$ cat config.mk
export PLATFORM = sky130hd
export DESIGN_NAME = voice_allocator
export DESIGN_NICKNAME = d
export VERILOG_FILES = /design/src/rtl/voice_allocator.sv
export SDC_FILE = /design/constraint.sdc
export NUM_CORES = 1
export LEC_CHECK = 0
export ABC_AREA = 1
export BUFFER_PORTS_ARGS = -buffer_cell sky130_fd_sc_hd__buf_2
export CAP_MARGIN = 20
export CORE_ASPECT_RATIO = 2
export CORE_UTILIZATION = 50
export DETAILED_ROUTE_END_ITERATION = 10
export GPL_ROUTABILITY_DRIVEN = 0
export GPL_TIMING_DRIVEN = 0
export PLACE_DENSITY_LB_ADDON = 0.1
export SKIP_CTS_REPAIR_TIMING = 1
export SKIP_LAST_GASP = 1
export SLEW_MARGIN = 20
export SYNTH_ARGS = -nofsm -noshare
export SYNTH_HDL_FRONTEND = slang
export SYNTH_SLANG_ARGS = --single-unit
$ cat constraint.sdc
create_clock -name clk_in -period 17.9 [get_ports clk_in]
set_input_delay 3.58 -clock clk_in [delete_from_list [all_inputs] [get_ports clk_in]]
set_output_delay 3.58 -clock clk_in [all_outputs]
set_load 0.05 [all_outputs]
$ cat src/rtl/voice_allocator.sv
// Polyphonic voice scheduler: maps note-on/off events onto NUM_VOICES oscillator slots with
// retrigger, free-voice allocation and oldest-voice stealing (1-cycle off gap on reuse).
module voice_allocator #(
  parameter int NUM_VOICES = 8,
  parameter int NOTE_W     = 7,
  parameter int RATE_W     = 24
) (
  input  logic                         clk_in,
  input  logic                         rst_n_in,
  input  logic                         evt_valid_in,
  output logic                         evt_ready_out,
  input  logic                         evt_on_in,
  input  logic [NOTE_W-1:0]            evt_note_in,
  input  logic [RATE_W-1:0]            evt_rate_in,
  input  logic                         all_off_in,
  output logic [NUM_VOICES-1:0]        voice_on_out,
  output logic [NUM_VOICES*RATE_W-1:0] voice_rate_out,
  output logic [NUM_VOICES*NOTE_W-1:0] voice_note_out,
  output logic                         steal_out,
  output logic [1:0]                   dbg_state_out
);
  localparam int VW = $clog2(NUM_VOICES);
  localparam logic [VW-1:0] AGE_MAX = VW'(NUM_VOICES - 1);

  localparam logic [1:0] S_IDLE   = 2'd0;
  localparam logic [1:0] S_SEARCH = 2'd1;
  localparam logic [1:0] S_APPLY  = 2'd2;
  localparam logic [1:0] S_RETRIG = 2'd3;

  localparam logic [2:0] K_FREE   = 3'd0;
  localparam logic [2:0] K_RETRIG = 3'd1;
  localparam logic [2:0] K_STEAL  = 3'd2;
  localparam logic [2:0] K_OFF    = 3'd3;
  localparam logic [2:0] K_DROP   = 3'd4;

  logic [1:0]                           state_q, state_d;
  logic                                 rdy_en_q, rdy_en_d;
  logic                                 evt_on_q, evt_on_d;
  logic [NOTE_W-1:0]                    evt_note_q, evt_note_d;
  logic [RATE_W-1:0]                    evt_rate_q, evt_rate_d;
  logic [VW-1:0]                        tgt_q, tgt_d;
  logic [2:0]                           kind_q, kind_d;
  logic [NUM_VOICES-1:0]                on_q, on_d;
  logic [NUM_VOICES-1:0][RATE_W-1:0]    rate_q, rate_d;
  logic [NUM_VOICES-1:0][NOTE_W-1:0]    note_q, note_d;
  logic [NUM_VOICES-1:0][VW-1:0]        age_q, age_d;
  logic                                 steal_q, steal_d;

  logic          hit_found, free_found;
  logic [VW-1:0] hit_idx, free_idx, old_idx, tgt_s;
  logic [VW-1:0] old_age;
  logic [2:0]    kind_s;

  // Handshake: an event transfers on a rising edge where evt_valid_in and evt_ready_out are
  // both high; ready is high only in IDLE, after the first post-reset edge, with no panic.
  assign evt_ready_out  = rdy_en_q && (state_q == S_IDLE) && !all_off_in;
  assign voice_on_out   = on_q;
  assign voice_rate_out = rate_q;
  assign voice_note_out = note_q;
  assign steal_out      = steal_q;
  assign dbg_state_out  = state_q;

  // Downward scans leave the lowest matching index; the upward age scan keeps the first maximum.
  always_comb begin
    hit_found  = 1'b0;
    hit_idx    = '0;
    free_found = 1'b0;
    free_idx   = '0;
    for (int v = NUM_VOICES - 1; v >= 0; v--) begin
      if (on_q[v] && (note_q[v] == evt_note_q)) begin
        hit_found = 1'b1;
        hit_idx   = VW'(v);
      end
      if (!on_q[v]) begin
        free_found = 1'b1;
        free_idx   = VW'(v);
      end
    end
    old_idx = '0;
    old_age = age_q[0];
    for (int v = 1; v < NUM_VOICES; v++) begin
      if (age_q[v] > old_age) begin
        old_age = age_q[v];
        old_idx = VW'(v);
      end
    end
    if (evt_on_q) begin
      if (hit_found) begin
        kind_s = K_RETRIG;
        tgt_s  = hit_idx;
      end else if (free_found) begin
        kind_s = K_FREE;
        tgt_s  = free_idx;
      end else begin
        kind_s = K_STEAL;
        tgt_s  = old_idx;
      end
    end else begin
      kind_s = hit_found ? K_OFF : K_DROP;
      tgt_s  = hit_idx;
    end
  end

  always_comb begin
    state_d    = state_q;
    rdy_en_d   = 1'b1;
    evt_on_d   = evt_on_q;
    evt_note_d = evt_note_q;
    evt_rate_d = evt_rate_q;
    tgt_d      = tgt_q;
    kind_d     = kind_q;
    on_d       = on_q;
    rate_d     = rate_q;
    note_d     = note_q;
    age_d      = age_q;
    steal_d    = 1'b0;
    case (state_q)
      S_IDLE: begin
        if (evt_valid_in && evt_ready_out) begin
          evt_on_d   = evt_on_in;
          evt_note_d = evt_note_in;
          evt_rate_d = evt_rate_in;
          state_d    = S_SEARCH;
        end
      end
      S_SEARCH: begin
        tgt_d   = tgt_s;
        kind_d  = kind_s;
        state_d = S_APPLY;
      end
      S_APPLY: begin
        state_d = S_IDLE;
        if (kind_q == K_FREE || kind_q == K_RETRIG || kind_q == K_STEAL) begin
          for (int v = 0; v < NUM_VOICES; v++) begin
            if (VW'(v) != tgt_q && on_q[v] && age_q[v] != AGE_MAX) age_d[v] = age_q[v] + 1'b1;
          end
          on_d[tgt_q]   = (kind_q == K_FREE);
          rate_d[tgt_q] = evt_rate_q;
          note_d[tgt_q] = evt_note_q;
          age_d[tgt_q]  = '0;
          steal_d       = (kind_q == K_STEAL);
          if (kind_q != K_FREE) state_d = S_RETRIG;
        end else if (kind_q == K_OFF) begin
          on_d[tgt_q]  = 1'b0;
          age_d[tgt_q] = '0;
        end
      end
      S_RETRIG: begin
        on_d[tgt_q] = 1'b1;
        state_d     = S_IDLE;
      end
      default: state_d = S_IDLE;
    endcase
    // Panic wins over any in-flight event; rate/note are kept so a later event sees them intact.
    if (all_off_in) begin
      on_d    = '0;
      age_d   = '0;
      steal_d = 1'b0;
      state_d = S_IDLE;
    end
  end

  always_ff @(posedge clk_in or negedge rst_n_in) begin
    if (!rst_n_in) begin
      state_q    <= S_IDLE;
      rdy_en_q   <= 1'b0;
      evt_on_q   <= 1'b0;
      evt_note_q <= '0;
      evt_rate_q <= '0;
      tgt_q      <= '0;
      kind_q     <= K_DROP;
      on_q       <= '0;
      rate_q     <= '0;
      note_q     <= '0;
      age_q      <= '0;
      steal_q    <= 1'b0;
    end else begin
      state_q    <= state_d;
      rdy_en_q   <= rdy_en_d;
      evt_on_q   <= evt_on_d;
      evt_note_q <= evt_note_d;
      evt_rate_q <= evt_rate_d;
      tgt_q      <= tgt_d;
      kind_q     <= kind_d;
      on_q       <= on_d;
      rate_q     <= rate_d;
      note_q     <= note_d;
      age_q      <= age_d;
      steal_q    <= steal_d;
    end
  end
endmodule

==> impl_metrics.json <==
{
  "dieArea_um2": 29200,
  "yosys-top-cells-area": "dfrtp_1, nand2_1, o21ai_0",
  "grt_pass1_wl_um": 71300,
  "path_class": "flop to flop",
  "cts_buffers": 29,
  "worst_path_most_repeated_cell": "nand2_1",
  "via_per_inst": 5.37,
  "cts_htree_levels": 1,
  "cts_tree": "built",
  "vias": 12700,
  "die_h_um": 241,
  "rows": 87,
  "final_cell_area_um2": 17300,
  "r2r_setup_slack_ns": 9.32,
  "r2r-end": "tgt_q[1]",
  "rsz0062_at_grt": "no",
  "ys_seq_area_share_pct": 56.6,
  "clock-sinks": 322,
  "relSlewSlack_pct": 31.2,
  "synth-seq-cells": 322,
  "tightest_slew_ns": 1.02,
  "drc": 0,
  "layout_common_cells": "nand2_1, dfrtp_1, buf_2, o21ai_0",
  "netlist_instances": 1655,
  "yosysWarnings": 0,
  "worst_setup_path_end_kind": "flop",
  "yosysTopAreaCell": "dfrtp_1",
  "crit_arrival_ns": 9.08,
  "grtUsageTotal_pct": 32.9,
  "dp_hpwl_um": 35800,
  "maxCapViolations": 0,
  "grt_pass1_vias": 12600,
  "min_period_ns": 8.58,
  "wl_per_cell_um": 19.9,
  "drive_gt1_share_pct": 19.8,
  "coreArea_um2": 28100,
  "critPathSlowestCell": "dfrtp_1",
  "firstDrtPassIters": 5,
  "synth_ff_type": "dfrtp_1",
  "drt-total-wl_um": 47100,
  "clk_pin_slew_ns": 0.07,
  "io_pins": 296,
  "syn_to_final_growth_pct": 21.5,
  "finalHoldWorstSlack_ns": 0.448,
  "synthDistinctLibCells": 46,
  "clk_path_buf_depth": 3,
  "hold_path_class": "flop to flop",
  "outcome": "completed",
  "synth-edff-count": 0,
  "dieWidth_um": 121,
  "io_buffers": 295,
  "setup_viol_count_final": 0,
  "finalHoldViolCount": 0,
  "tns_ns": 0,
  "max_freq_mhz": 117,
  "final_nets": 2058,
  "synth_fp_nets": 1728,
  "dpl_cell_area_um2": 16300,
  "clk_latency_ns": 0.56,
  "startpoint": "age_q[5]",
  "worstSetupEndpoint": "tgt_q[1]",
  "synth_top_area_share_pct": 56.4,
  "cp_data_required_time_ns": 18.40,
  "rr_worst_depth": 54,
  "drv_slew": 0,
  "clock_skew_ns": 0.00941,
  "slowest_delay_ns": 0.44,
  "crit_path_start_kind": "flop",
  "drt_iter0_drc": 787,
  "initial_core_util_pct": 50.7,
  "final_util_pct": 61.6,
  "period_share_pct": 47.9,
  "reg2reg_from": "age_q[5]",
  "grt_overflow_total": 0,
  "syn_area_per_cell_um2": 8.61,
  "layout_commonest_cell": "nand2_1",
  "antenna_found_initial": 2,
  "async_flop_share_pct": 100,
  "cp_max_fo": 5,
  "cts_root_buf": "clkbuf_16",
  "grt_start_max_net_pins": 85,
  "ant_nets": 0,
  "synthesis.area_um2": 14200
}
[through the flow]
stage	instances	setup slack (ns)
2_1_floorplan	1655	9.18
3_3_place_gp	2306	7.15
3_5_place_dp	2310	9.29
4_1_cts	2362	9.27
5_1_grt	2363	8.46
6_report	2363	9.32
[per-layer routing]
layer  share of wire (%)  GRT usage (%)
met5               0.017              0
met4                 6.4           19.1
met3                 6.4           6.64
met2                  54           60.8
met1                  34           33.7
[how the worst min path moves through the flow]
stage	from	end	slack, ns	depth (start not counted)
global route	evt_on_q	kind_q[2]	0.47	1
detailed placement	evt_on_q	kind_q[2]	0.45	1
finish	evt_on_q	kind_q[2]	0.45	1
CTS	evt_on_q	kind_q[2]	0.46	1
global placement	evt_on_q	kind_q[2]	0.43	1
floorplan	evt_on_q	kind_q[2]	0.40	1
[area by class of cell]
type / count / area (µm²)
Timing Repair Buffer: 299 / 1600
Fill cell: 2566 / 10800
Multi-Input combinational cell: 1117 / 5320
Inverter: 143 / 537
Sequential cell: 322 / 8060
Buffer: 73 / 323
Tap cell: 356 / 445
Clock inverter: 17 / 255
Antenna cell: 1 / 2.50
Clock buffer: 35 / 768
[registers in the layout (all words and copies together), names as in the netlist]
| register | count |
|---|---|
| evt_rate_q | 24 |
| steal_out | 1 |
| age_q | 24 |
| evt_note_q | 7 |
| voice_note_out | 56 |
| voice_rate_out | 192 |
| dbg_state_out | 2 |
| voice_on_out | 8 |
| evt_on_q | 1 |
| kind_q | 3 |
| rdy_en_q | 1 |
| tgt_q | 3 |
[synth_stat cells, drive strengths merged, types with 4 or more instances]
cell    instances
clkbuf         50
o21ai         284
nand2         466
ha             37
buf            23
xnor2          18
nor2          139
dfrtp         321
a21oi          60
or2             8
nand4           4
nand3          36
nor3           32
inv           142
a31oi           6
[cells by family (layout without fill, tap and decap cells)]
| group | after synthesis | count (layout) | share of synthesized area [%] |
|---|---|---|---|
| XOR/XNOR | 19 | 19 | 1.17 |
| buffers and inverters | 216 | 567 | 6.04 |
| AO/OA/AOI/OAI | 368 | 368 | 13.4 |
| other | 1 | 2 | 0.0263 |
| AND/OR/NAND/NOR | 692 | 692 | 19.5 |
| adder cells (fa/ha/maj) | 37 | 37 | 3.25 |
| flip-flops | 322 | 322 | 56.6 |
[worst max-delay path: cells and delay by family (launching register included)]
family	cells	cell delay, ns
flops	1	0.44
buf+inv	4	0.42
fa+ha+maj	7	1.80
simple gates	37	4.32
compound gates	6	1.54
Power is left out: the tool's default activity adds up to more than one toggle a clock period on the data nets, which glitch-free logic cannot reach.
